==> config.mk <==
export PLATFORM = sky130hd
export DESIGN_NAME = mem_bus_master
export DESIGN_NICKNAME = d
export VERILOG_FILES = /design/src/rtl/mem_bus_master.sv
export SDC_FILE = /design/constraint.sdc
export NUM_CORES = 1
export LEC_CHECK = 0
export ABC_AREA = 1
export CAP_MARGIN = 15
export CORE_AREA = 4 4 57 59
export DETAILED_ROUTE_END_ITERATION = 7
export DIE_AREA = 0 0 61 63
export GPL_ROUTABILITY_DRIVEN = 0
export PLACE_DENSITY_LB_ADDON = 0.3
export SYNTH_ARGS = -nofsm -noshare
export SYNTH_HDL_FRONTEND = slang
export SYNTH_SLANG_ARGS = --single-unit
==> constraint.sdc <==
create_clock -name clk -period 2.1 [get_ports clk]
set_clock_uncertainty 0.15 [all_clocks]
set_input_delay 0.21 -clock clk [delete_from_list [all_inputs] [get_ports clk]]
set_output_delay 0.21 -clock clk [all_outputs]
set_load 0.01 [all_outputs]
==> src/rtl/mem_bus_master.sv <==
// Bus initiator for the 16x8 data memory: turns single/multi-beat requests into
// one memory access per cycle and returns read data with a one-cycle lag.
module mem_bus_master #(
  parameter int ADDR_W = 4,
  parameter int DATA_W = 8
) (
  input  logic              clk,
  input  logic              reset,
  input  logic              req_valid,
  output logic              req_ready,
  input  logic              req_rw,
  input  logic [ADDR_W-1:0] req_addr,
  input  logic [3:0]        req_len,
  input  logic [DATA_W-1:0] wr_data,
  input  logic              wr_valid,
  output logic              wr_ready,
  output logic [DATA_W-1:0] rd_data,
  output logic              rd_valid,
  output logic              done,
  output logic [ADDR_W-1:0] address_bus,
  output logic              mem_enable,
  output logic              read_write,
  output logic [DATA_W-1:0] data_bus_in,
  input  logic [DATA_W-1:0] data_bus_out
);

  typedef enum logic [1:0] {IDLE, WRITE, READ, DONE} state_t;

  state_t            state, state_next, out_state;
  logic [ADDR_W-1:0] cur_addr, cur_addr_next;
  logic [3:0]        beats_left, beats_left_next;
  logic              rd_pend, rd_pend_next;

  always_ff @(posedge clk) begin
    if (reset) begin
      state      <= IDLE;
      cur_addr   <= '0;
      beats_left <= '0;
      rd_pend    <= 1'b0;
    end else begin
      state      <= state_next;
      cur_addr   <= cur_addr_next;
      beats_left <= beats_left_next;
      rd_pend    <= rd_pend_next;
    end
  end

  // Outputs decode from IDLE while reset is high so a mid-transfer reset stops
  // the memory strobe in the very cycle it is asserted.
  always_comb begin
    out_state       = reset ? IDLE : state;
    state_next      = state;
    cur_addr_next   = cur_addr;
    beats_left_next = beats_left;
    rd_pend_next    = 1'b0;
    req_ready       = 1'b0;
    wr_ready        = 1'b0;
    done            = 1'b0;
    mem_enable      = 1'b0;
    read_write      = 1'b1;
    address_bus     = '0;
    data_bus_in     = '0;

    case (out_state)
      IDLE: begin
        req_ready = 1'b1;
        if (req_valid) begin
          cur_addr_next   = req_addr;
          beats_left_next = req_len;
          state_next      = req_rw ? READ : WRITE;
        end
      end
      WRITE: begin
        wr_ready    = 1'b1;
        read_write  = 1'b0;
        address_bus = cur_addr;
        data_bus_in = wr_data;
        mem_enable  = wr_valid;
        if (wr_valid) begin
          cur_addr_next = cur_addr + ADDR_W'(1);
          if (beats_left == 4'd0) state_next = DONE;
          else beats_left_next = beats_left - 4'd1;
        end
      end
      READ: begin
        mem_enable    = 1'b1;
        address_bus   = cur_addr;
        rd_pend_next  = 1'b1;
        cur_addr_next = cur_addr + ADDR_W'(1);
        if (beats_left == 4'd0) state_next = DONE;
        else beats_left_next = beats_left - 4'd1;
      end
      DONE: begin
        done       = 1'b1;
        state_next = IDLE;
      end
      default: state_next = IDLE;
    endcase
  end

  assign rd_valid = rd_pend & ~reset;
  assign rd_data  = rd_valid ? data_bus_out : '0;

endmodule

==> impl_metrics.ini, run 1 <==
[final_layout]
post-route-util_pct = 59.9
flow.area_growth_from_synthesis_pct = 75.7
drive_above_1_share_pct = 15.1
insertedDiodeCount = 0
final_area_um2 = 1620
final_net_count = 256

[floorplan]
core.rowCount = 19
placeableCoreArea_um2 = 2710
fp.dieW_um = 61
num_ports = 55
die_area_um2 = 3840
fp.dieH_um = 63
initial_core_utilization_pct = 34.1

[synth]
async_flop_share_pct = 0
mappedNetlistNets = 187
postSynthCellCount = 151
synth_edf_count = 0
synth_seq_area_share_pct = 23.8
post_synthesis_compound_gate_area_fraction_pct = 14.9
synth_top_family_by_area = simple AND/OR/NAND/NOR gates
synthDominantAreaCellType = sky130_fd_sc_hd__dfxtp_1
cell_with_the_most_instances_after_synthesis = sky130_fd_sc_hd__inv_1
mappedNetlistArea_um2 = 923
synth_area_per_cell_um2 = 6.12
flip_flop_and_latch_count_after_synthesis = 11
synthesized_area_fraction_occupied_by_adder_cells_pct = 9.49
postSynth.topFlopCell = sky130_fd_sc_hd__dfxtp_1
ys_top_cells_by_count = 36 x sky130_fd_sc_hd__inv_1, 27 x sky130_fd_sc_hd__nor2_1, 23 x sky130_fd_sc_hd__nand2_1
ranking_of_synthesized_cells_by_area = sky130_fd_sc_hd__dfxtp_1 24%, sky130_fd_sc_hd__inv_1 15%, sky130_fd_sc_hd__nor2_1 11%, sky130_fd_sc_hd__ha_1 9.5%, sky130_fd_sc_hd__nand2_1 9.3%
synth_top_area_share_pct = 23.8
synthMuxAreaShare_pct = 0
yosys.area_share.simple_pct = 32.5
synth.yosys.warnings = 0
synth_xor_area_share_pct = 0
post_synth_num_cell_types = 21

[timing]
worst_slew_pin_slew_ns = 0.207
period_minus_slack_ns = 1.99
finalCritPeriodShare_pct = 94.6
maxSlewHeadroom_pct = 86.2
rsz_0062_raised_after_global_routing = no
maxSlewViolCount = 0
holdWs_ns = 0.205
maxClockFrequency_ghz = 0.504
setup-violations-final = 0
finalHoldViolations = 0

[critical_path]
worst_ep_required_time_ns = 1.74
critical_path.max_fanout = 3
cp-end-kind = output pin
crit_type = reg -> out
timing.reg2reg.setup_slack_ns = 0.27
r2r-end = cur_addr[0]
timing.critical_path.arrival_ns = 1.63
worst_setup_path_start_kind = flop
worst-r2r-cell-count = 10
critical_path.reg2reg.startpoint = state[0]

[power]
net_switching_power_figure_mw = 0.385
static-leakage-power_nw = 0.909
seq_power_share_pct = 29.5
clk_network_pwr_share_pct = 15.7
power_density_nw_per_um2 = 595
ir_drop_mv = 0.429
power.share.combinational_pct = 54.7
switching_share_pct = 39.8
cell_internal_pwr_mw = 0.581

[clock_network]
clk_pin_slew_ns = 0.07
cts_tree = built
cts_sinks = 11
root_buffer = sky130_fd_sc_hd__clkbuf_4
htreeDepth = 1
clkLatencyLatePin_ns = 0.28
numCtsBuffers = 3
max-clock-path-buffers = 2
cts_hold_buf = 0

[place]
portBuffers = 54
cell_area_after_placement_um2 = 1580
dpl.hpwl_um = 2180

[hold_path]
timing.hold.worst_path_depth = 3
hold_path_startpoint = reset
min_to = beats_left[3]
hp-class = in -> reg

[global_route]
global_route.usage.total_pct = 14.2
grt_pass1_wl_um = 4260
grt_pass1_vias = 1070
grt_overflow = 0
number_of_antenna_violations_at_the_first_check_in_global_routing = 0
grt_start_max_net_pins = 11

[detailed_routing]
detail_route.wirelength_um = 2660
drt_pre_antenna_iters = 4
drc_violation_count_after_routing = 0
routedWlPerCell_um = 10.6
routed-via-count = 1137
ant_nets = 0
drt-vias-per-instance = 4.55
drt_iter0_markers = 53

[job]
max_cap_violations = 0

[run_status]
run_status = finished clean
==> critical path, stage by stage, from the launching register on <==
cell,delay (ns)
sky130_fd_sc_hd__dfxtp_1,0.33
sky130_fd_sc_hd__inv_1,0.05
sky130_fd_sc_hd__nor2_2,0.11
sky130_fd_sc_hd__buf_4,0.11
sky130_fd_sc_hd__buf_4,0.11
sky130_fd_sc_hd__ha_1,0.13
sky130_fd_sc_hd__clkdlybuf4s50_1,0.52
==> power groups by stage <==
stage                     clock (mW)  combinational (mW)  sequential (mW)
after detailed placement           0               0.527            0.289
after global placement             0               0.507            0.288
after global routing           0.166               0.592            0.293
after floorplan                    0               0.317            0.282
after CTS                      0.157               0.526            0.285
final                          0.152               0.529            0.285
==> repair_timing <==
action,CTS,global route
pin swaps,1,0
gates cloned,0,0
setup endpoints to repair,16,12
buffers inserted,1,0
resized for setup,18,5
==> registers in the layout (all words and copies together) (netlist names) <==
signal / flops
beats_left: 4
state: 2
cur_addr: 4
rd_pend: 1
==> routing by layer <==
layer,vias up,GRT usage (%),wire length (µm)
li1,583,-,-
met1,488,13.8,934
met2,59,25.9,1250
met4,0,6.78,71
met5,-,0,0
met3,7,4.13,403
==> area by class of cell <==
cell class | instances | area, µm²
tap | 31 | 38.8
multi-input combinational | 97 | 548
fill | 252 | 1090
clock buffer | 4 | 26.3
inverter | 40 | 150
sequential | 11 | 220
timing repair buffer | 67 | 639
==> layout by cell type, fill, tap and decap left out, drive strengths merged <==
cell,Yosys,layout
o21ai,13,13
inv,39,39
ha,7,7
clkdlybuf4s50,0,36
nor2,30,30
dlymetal6s2s,0,3
nand2,27,27
clkbuf,0,4
buf,3,13
or2,1,1
dlygate4sd2,0,15
nor3,1,1
nand3,5,5
dfxtp,11,11
clkinv,1,1
a21oi,13,13
==> metrics by stage <==
stage | cells | worst slack, ns | total power [mW] | setup TNS, ns
final | 250 | 0.114 | 0.966 | 0
after global routing | 250 | 0.0256 | 1.05 | 0
after CTS | 250 | 0.0411 | 0.969 | 0
after detailed placement | 245 | -0.303 | 0.816 | -3.77
after global placement | 245 | -0.237 | 0.795 | -2.53
after floorplan | 151 | 0.333 | 0.599 | 0
==> cell families after synthesis <==
| logic type | after synthesis |
|---|---|
| buffers and inverters | 43 |
| adders and majority gates | 7 |
| DFF | 11 |
| AOI/OAI and AO/OA | 26 |
| and+or+nand+nor | 64 |
==> how the worst max path moves through the flow <==
stage | depth (start not counted) | to | startpoint | slack, ns
5_1_grt | 6 | done | state[1] | 0.03
3_3_place_gp | 6 | address_bus[0] | reset | -0.24
6_report | 6 | done | state[1] | 0.11
3_5_place_dp | 6 | address_bus[0] | reset | -0.30
4_1_cts | 6 | wr_ready | reset | 0.04
2_1_floorplan | 11 | cur_addr[2] | state[1] | 0.33
No activity file was read; power rests on OpenSTA's default activity.
==> run 2: changes to the inputs <==
--- a/config.mk
+++ b/config.mk
@@ -10,6 +10,7 @@
 export CORE_AREA = 4 4 57 59
 export DETAILED_ROUTE_END_ITERATION = 7
 export DIE_AREA = 0 0 61 63
+export DONT_BUFFER_PORTS = 1
 export GPL_ROUTABILITY_DRIVEN = 0
 export PLACE_DENSITY_LB_ADDON = 0.3
 export SYNTH_ARGS = -nofsm -noshare
==> constraint.sdc (replaced) <==
create_clock -name clk -period 2.1 [get_ports clk]
set_clock_uncertainty 0.15 [all_clocks]
set_input_delay 0.21 -clock clk [delete_from_list [all_inputs] [get_ports clk]]
set_output_delay 0.21 -clock clk [all_outputs]
set_load 0.1 [all_outputs]
==> impl_metrics.ini, run 2 (same netlist as run 1, synthesis figures left out) <==
[clock_network]
cts_sinks = 11
clkLatencyLatePin_ns = 0.28
post-cts-setup-buffers = 0
numCtsBuffers = 3
htreeDepth = 1
clk_pin_slew_ns = 0.07
max-clock-path-buffers = 2
root_buffer = sky130_fd_sc_hd__clkbuf_4
cts_tree = built

[final_layout]
final_area_um2 = 1450
drive_above_1_share_pct = 37.8
layout.filler_cells = 266
flow.area_growth_from_synthesis_pct = 56.9
layout_commonest_cell = sky130_fd_sc_hd__inv_1
largest_registers = beats_left x4, cur_addr x4, state x2
most-common-layout-cells = 28 x sky130_fd_sc_hd__inv_1, 23 x sky130_fd_sc_hd__nand2_1, 13 x sky130_fd_sc_hd__o21ai_0, 13 x sky130_fd_sc_hd__nor2_1
final_net_count = 217
insertedDiodeCount = 0
post-route-util_pct = 53.5

[critical_path]
worst_setup_path_start_kind = flop
cp-end-kind = output pin
critical_path.reg2reg.startpoint = state[1]
crit_type = reg -> out
crit_start = state[1]
worst-r2r-cell-count = 8
worst_ep_required_time_ns = 1.74
worstSetupEndpoint = address_bus[0]
r2r-end = state[1]
critical_path.max_fanout = 17
timing.reg2reg.setup_slack_ns = 0.26
timing.critical_path.arrival_ns = 1.65

[timing]
final.setup.tns_ns = 0
maxClockFrequency_ghz = 0.499
maxSlewHeadroom_pct = 79.6
setup-violations-final = 0
finalHoldViolations = 0
finalCritPeriodShare_pct = 95.5
rsz_0062_raised_after_global_routing = no
maxSlewViolCount = 0
worst_slew_pin_slew_ns = 0.306
holdWs_ns = 0.00481
period_minus_slack_ns = 2.01

[place]
cell_area_after_placement_um2 = 1390
dpl.hpwl_um = 2040
portBuffers = 0

[power]
static-leakage-power_nw = 0.648
ir_drop_mv = 0.502
power_density_nw_per_um2 = 815

[global_route]
grt_pass1_vias = 932
number_of_antenna_violations_at_the_first_check_in_global_routing = 0
grt_pass1_wl_um = 3820
grt_start_max_net_pins = 18
grt_overflow = 0
global_route.usage.total_pct = 12.8

[detailed_routing]
drt-vias-per-instance = 4.67
detail_route.wirelength_um = 2430
routedWlPerCell_um = 11.5
ant_nets = 0
drc_violation_count_after_routing = 0
routed-via-count = 985
drt_pre_antenna_iters = 3
drt_iter0_markers = 12

[job]
max_cap_violations = 0

[floorplan]
fp.dieW_um = 61
num_ports = 55
initial_core_utilization_pct = 34.1
core.rowCount = 19
placeableCoreArea_um2 = 2710
fp.dieH_um = 63
die_area_um2 = 3840

[run_status]
run_status = finished clean

[hold_path]
hp-class = in -> reg
run 2: critical path, stage by stage, from the launching register on:
cell and delay [ns]:
sky130_fd_sc_hd__dfxtp_1 0.33, sky130_fd_sc_hd__inv_1 0.05, sky130_fd_sc_hd__nor2_2 0.15, sky130_fd_sc_hd__inv_1 0.11, sky130_fd_sc_hd__ha_4 0.35, sky130_fd_sc_hd__nor2_4 0.17
sky130_fd_sc_hd__buf_8 0.21
run 2: stage by stage:
stage	instances	power [mW]	setup slack [ns]
2_1_floorplan	151	0.877	-0.172
3_5_place_dp	205	1.03	0.150
4_1_cts	211	1.19	0.0507
6_report	211	1.18	0.0945
3_3_place_gp	205	1.01	0.261
5_1_grt	211	1.26	0.00374
run 2: routing by layer:
layer  vias to the layer above  track usage, %  wire, µm
li1                        506               -         -
met1                       429            13.1       921
met2                        45            23.0      1150
met3                         5            3.31       311
met4                         0            6.23        53
met5                         -               0         0
run 2: worst min path at each step:
stage            from       endpoint  depth (start not counted)  slack [ns]
5_1_grt        req_rw       state[1]                          2        0.03
3_5_place_dp    reset  beats_left[3]                          1        0.13
2_1_floorplan   reset  beats_left[3]                          1        0.12
3_3_place_gp    reset  beats_left[3]                          1        0.12
4_1_cts        req_rw       state[1]                          2        0.02
6_report       req_rw       state[1]                          2       0.005
run 2: area by class of cell:
| type | count | area, µm² | share of cell area, % |
|---|---|---|---|
| repair buffers | 28 | 377 | 26.0 |
| multi-input cells | 97 | 607 | 41.9 |
| inverters | 40 | 180 | 12.4 |
| flip-flops and latches | 11 | 220 | 15.2 |
| well taps | 31 | 38.8 | 2.68 |
| clock buffers | 4 | 26.3 | 1.81 |
run 2: power breakdown:
group	switching (mW)	total [mW]	internal, mW	leakage, nW
combinational	0.513	0.745	0.232	0.542
sequential	0.0326	0.286	0.253	0.0912
clock	0.0766	0.150	0.0738	0.0150
run 2: timing repair:
action                                  in CTS  in global routing
pin swaps                                    0                  0
resized for setup                            3                  2
hold endpoints to repair                     3                  0
endpoints found under the setup margin       2                  2
hold buffers                                 2                  0
==> run 3: changes to the inputs <==
--- a/config.mk
+++ b/config.mk
@@ -6,12 +6,13 @@
 export NUM_CORES = 1
 export LEC_CHECK = 0
 export ABC_AREA = 1
-export CAP_MARGIN = 15
+export CAP_MARGIN = 40
 export CORE_AREA = 4 4 57 59
 export DETAILED_ROUTE_END_ITERATION = 7
 export DIE_AREA = 0 0 61 63
 export DONT_BUFFER_PORTS = 1
 export GPL_ROUTABILITY_DRIVEN = 0
+export GPL_TIMING_DRIVEN = 0
 export PLACE_DENSITY_LB_ADDON = 0.3
 export SYNTH_ARGS = -nofsm -noshare
 export SYNTH_HDL_FRONTEND = slang
==> impl_metrics.ini, run 3 (same netlist as run 1, synthesis figures left out) <==
[final_layout]
drive_above_1_share_pct = 45.1
layout.filler_cells = 258
most-common-layout-cells = 24 x sky130_fd_sc_hd__inv_1, 14 x sky130_fd_sc_hd__nand2_1, 12 x sky130_fd_sc_hd__nor2_1
multiInputGateArea_um2 = 697
fin_cells = 206
flow.area_growth_from_synthesis_pct = 56.5
layout_commonest_cell = sky130_fd_sc_hd__inv_1
insertedDiodeCount = 0
largest_registers = beats_left x4, cur_addr x4, state x2
seq_area_um2 = 223
final_net_count = 212

[place]
dpl.hpwl_um = 1870
dp.cells = 191
portBuffers = 0
placement.setup.worst_slack_ns = -0.303

[detailed_routing]
routedWlPerCell_um = 12.0
drt-vias-per-instance = 4.76
detail_route.wirelength_um = 2470
drt_iter0_markers = 19
routed-via-count = 981
drc_violation_count_after_routing = 0
drt_pre_antenna_iters = 3
ant_nets = 0

[timing]
finalCritPeriodShare_pct = 110
worst_slew_pin_slew_ns = 0.824
finalHoldViolations = 0
maxSlewViolCount = 0
rsz_0062_raised_after_global_routing = yes
setup-violations-final = 10
maxSlewHeadroom_pct = 45.0
holdWs_ns = 0.00591
setup_ws_ns = -0.203
maxClockFrequency_ghz = 0.434
period_minus_slack_ns = 2.30

[power]
net_switching_power_figure_mw = 0.648
seq_power_share_pct = 23.8
switching_share_pct = 53.6
ir_drop_mv = 0.515
power.share.combinational_pct = 63.9
clk_network_pwr_share_pct = 12.3
static-leakage-power_nw = 0.683
power_density_nw_per_um2 = 836
cell_internal_pwr_mw = 0.561

[hold_path]
timing.hold.worst_path_depth = 2
hp-class = in -> reg

[clock_network]
clkLatencyLatePin_ns = 0.27
max-clock-path-buffers = 2
cts_sinks = 11
root_buffer = sky130_fd_sc_hd__clkbuf_4
numCtsBuffers = 3
htreeDepth = 1
cts_tree = built
clk_pin_slew_ns = 0.07

[critical_path]
worst_setup_path_start_kind = flop
cp-end-kind = output pin
timing.reg2reg.setup_slack_ns = 0.07
timing.critical_path.buf_inv = 2
timing.critical_path.arrival_ns = 1.94
slowest_stage = sky130_fd_sc_hd__a21oi_4
max_stage_delay_ns = 0.58
crit_type = reg -> out
worstPathCellList = inv_2 > nor2_4 > ha_4 > buf_6 > nand2_4 > a21oi_4
worst_ep_required_time_ns = 1.74
critical_path.max_fanout = 4
critPathTopFamily = compound AO/OA/AOI/OAI gates
critical_path_cell_count = 6
worst-r2r-cell-count = 11

[run_status]
failed_checks = setup timing
run_status = complete, but fails checks

[global_route]
grt_pass1_vias = 926
global_route.usage.total_pct = 12.7
grt_pass1_wl_um = 3750
number_of_antenna_violations_at_the_first_check_in_global_routing = 0
grt_start_max_net_pins = 11
grt_overflow = 0

[floorplan]
initial_core_utilization_pct = 34.1
fp.dieH_um = 63
num_ports = 55
fp.dieW_um = 61
die_area_um2 = 3840
core.rowCount = 19
placeableCoreArea_um2 = 2710

[job]
max_cap_violations = 0
==> run 3: changes by cell type in the layout (fill, tap and decap cells not counted), sizes merged <==
cell      before  now
inv           31   30
buf           26   21
clkinvlp       8    9
==> run 3: power by group through the flow <==
stage | registers [mW] | clock network [mW] | logic [mW]
3_3_place_gp | 0.288 | 0 | 0.648
2_1_floorplan | 0.282 | 0 | 0.595
5_1_grt | 0.295 | 0.163 | 0.833
6_report | 0.288 | 0.149 | 0.772
3_5_place_dp | 0.288 | 0 | 0.671
4_1_cts | 0.288 | 0.152 | 0.753
==> run 3: final cells by class <==
class | count | share of cell area, %
Buffer | 2 | 1.82
Multi-Input combinational cell | 97 | 48.2
Inverter | 40 | 12.7
Sequential cell | 11 | 15.4
Tap cell | 31 | 2.68
Clock buffer | 4 | 1.82
Timing Repair Buffer | 21 | 17.3
==> run 3: per-layer routing <==
| metal | wire, µm | vias to the layer above | track usage [%] |
|---|---|---|---|
| met4 | 34 | 0 | 5.15 |
| li1 | - | 497 | - |
| met1 | 919 | 432 | 12.5 |
| met3 | 295 | 6 | 4.34 |
| met2 | 1220 | 46 | 23.0 |
| met5 | 0 | - | 0 |
==> run 3: repair_timing <==
item	in CTS	in global routing
hold buffers	2	0
endpoints found under the setup margin	21	21
resized for setup	31	6
hold endpoints to repair	3	0
pin swaps	11	10
buffers inserted	9	1
==> run 3: path summary, 6_finish.rpt <==
kind / startpoint / endpoint
max: state[0] / mem_enable
min: req_addr[3] / cur_addr[3]
max reg2reg: state[1] / cur_addr[2]
min reg2reg: cur_addr[2] / cur_addr[2]
==> run 3: per-stage QoR <==
stage,utilization (%),instance area (µm²),TNS (ns),power (mW)
2_1_floorplan,-,1010,-0.172,0.877
3_3_place_gp,38.7,1050,-1.30,0.935
3_5_place_dp,44.4,1200,-1.35,0.959
4_1_cts,52.3,1420,-1.47,1.19
5_1_grt,53.3,1450,-2.06,1.29
6_report,53.3,1450,-1.22,1.21
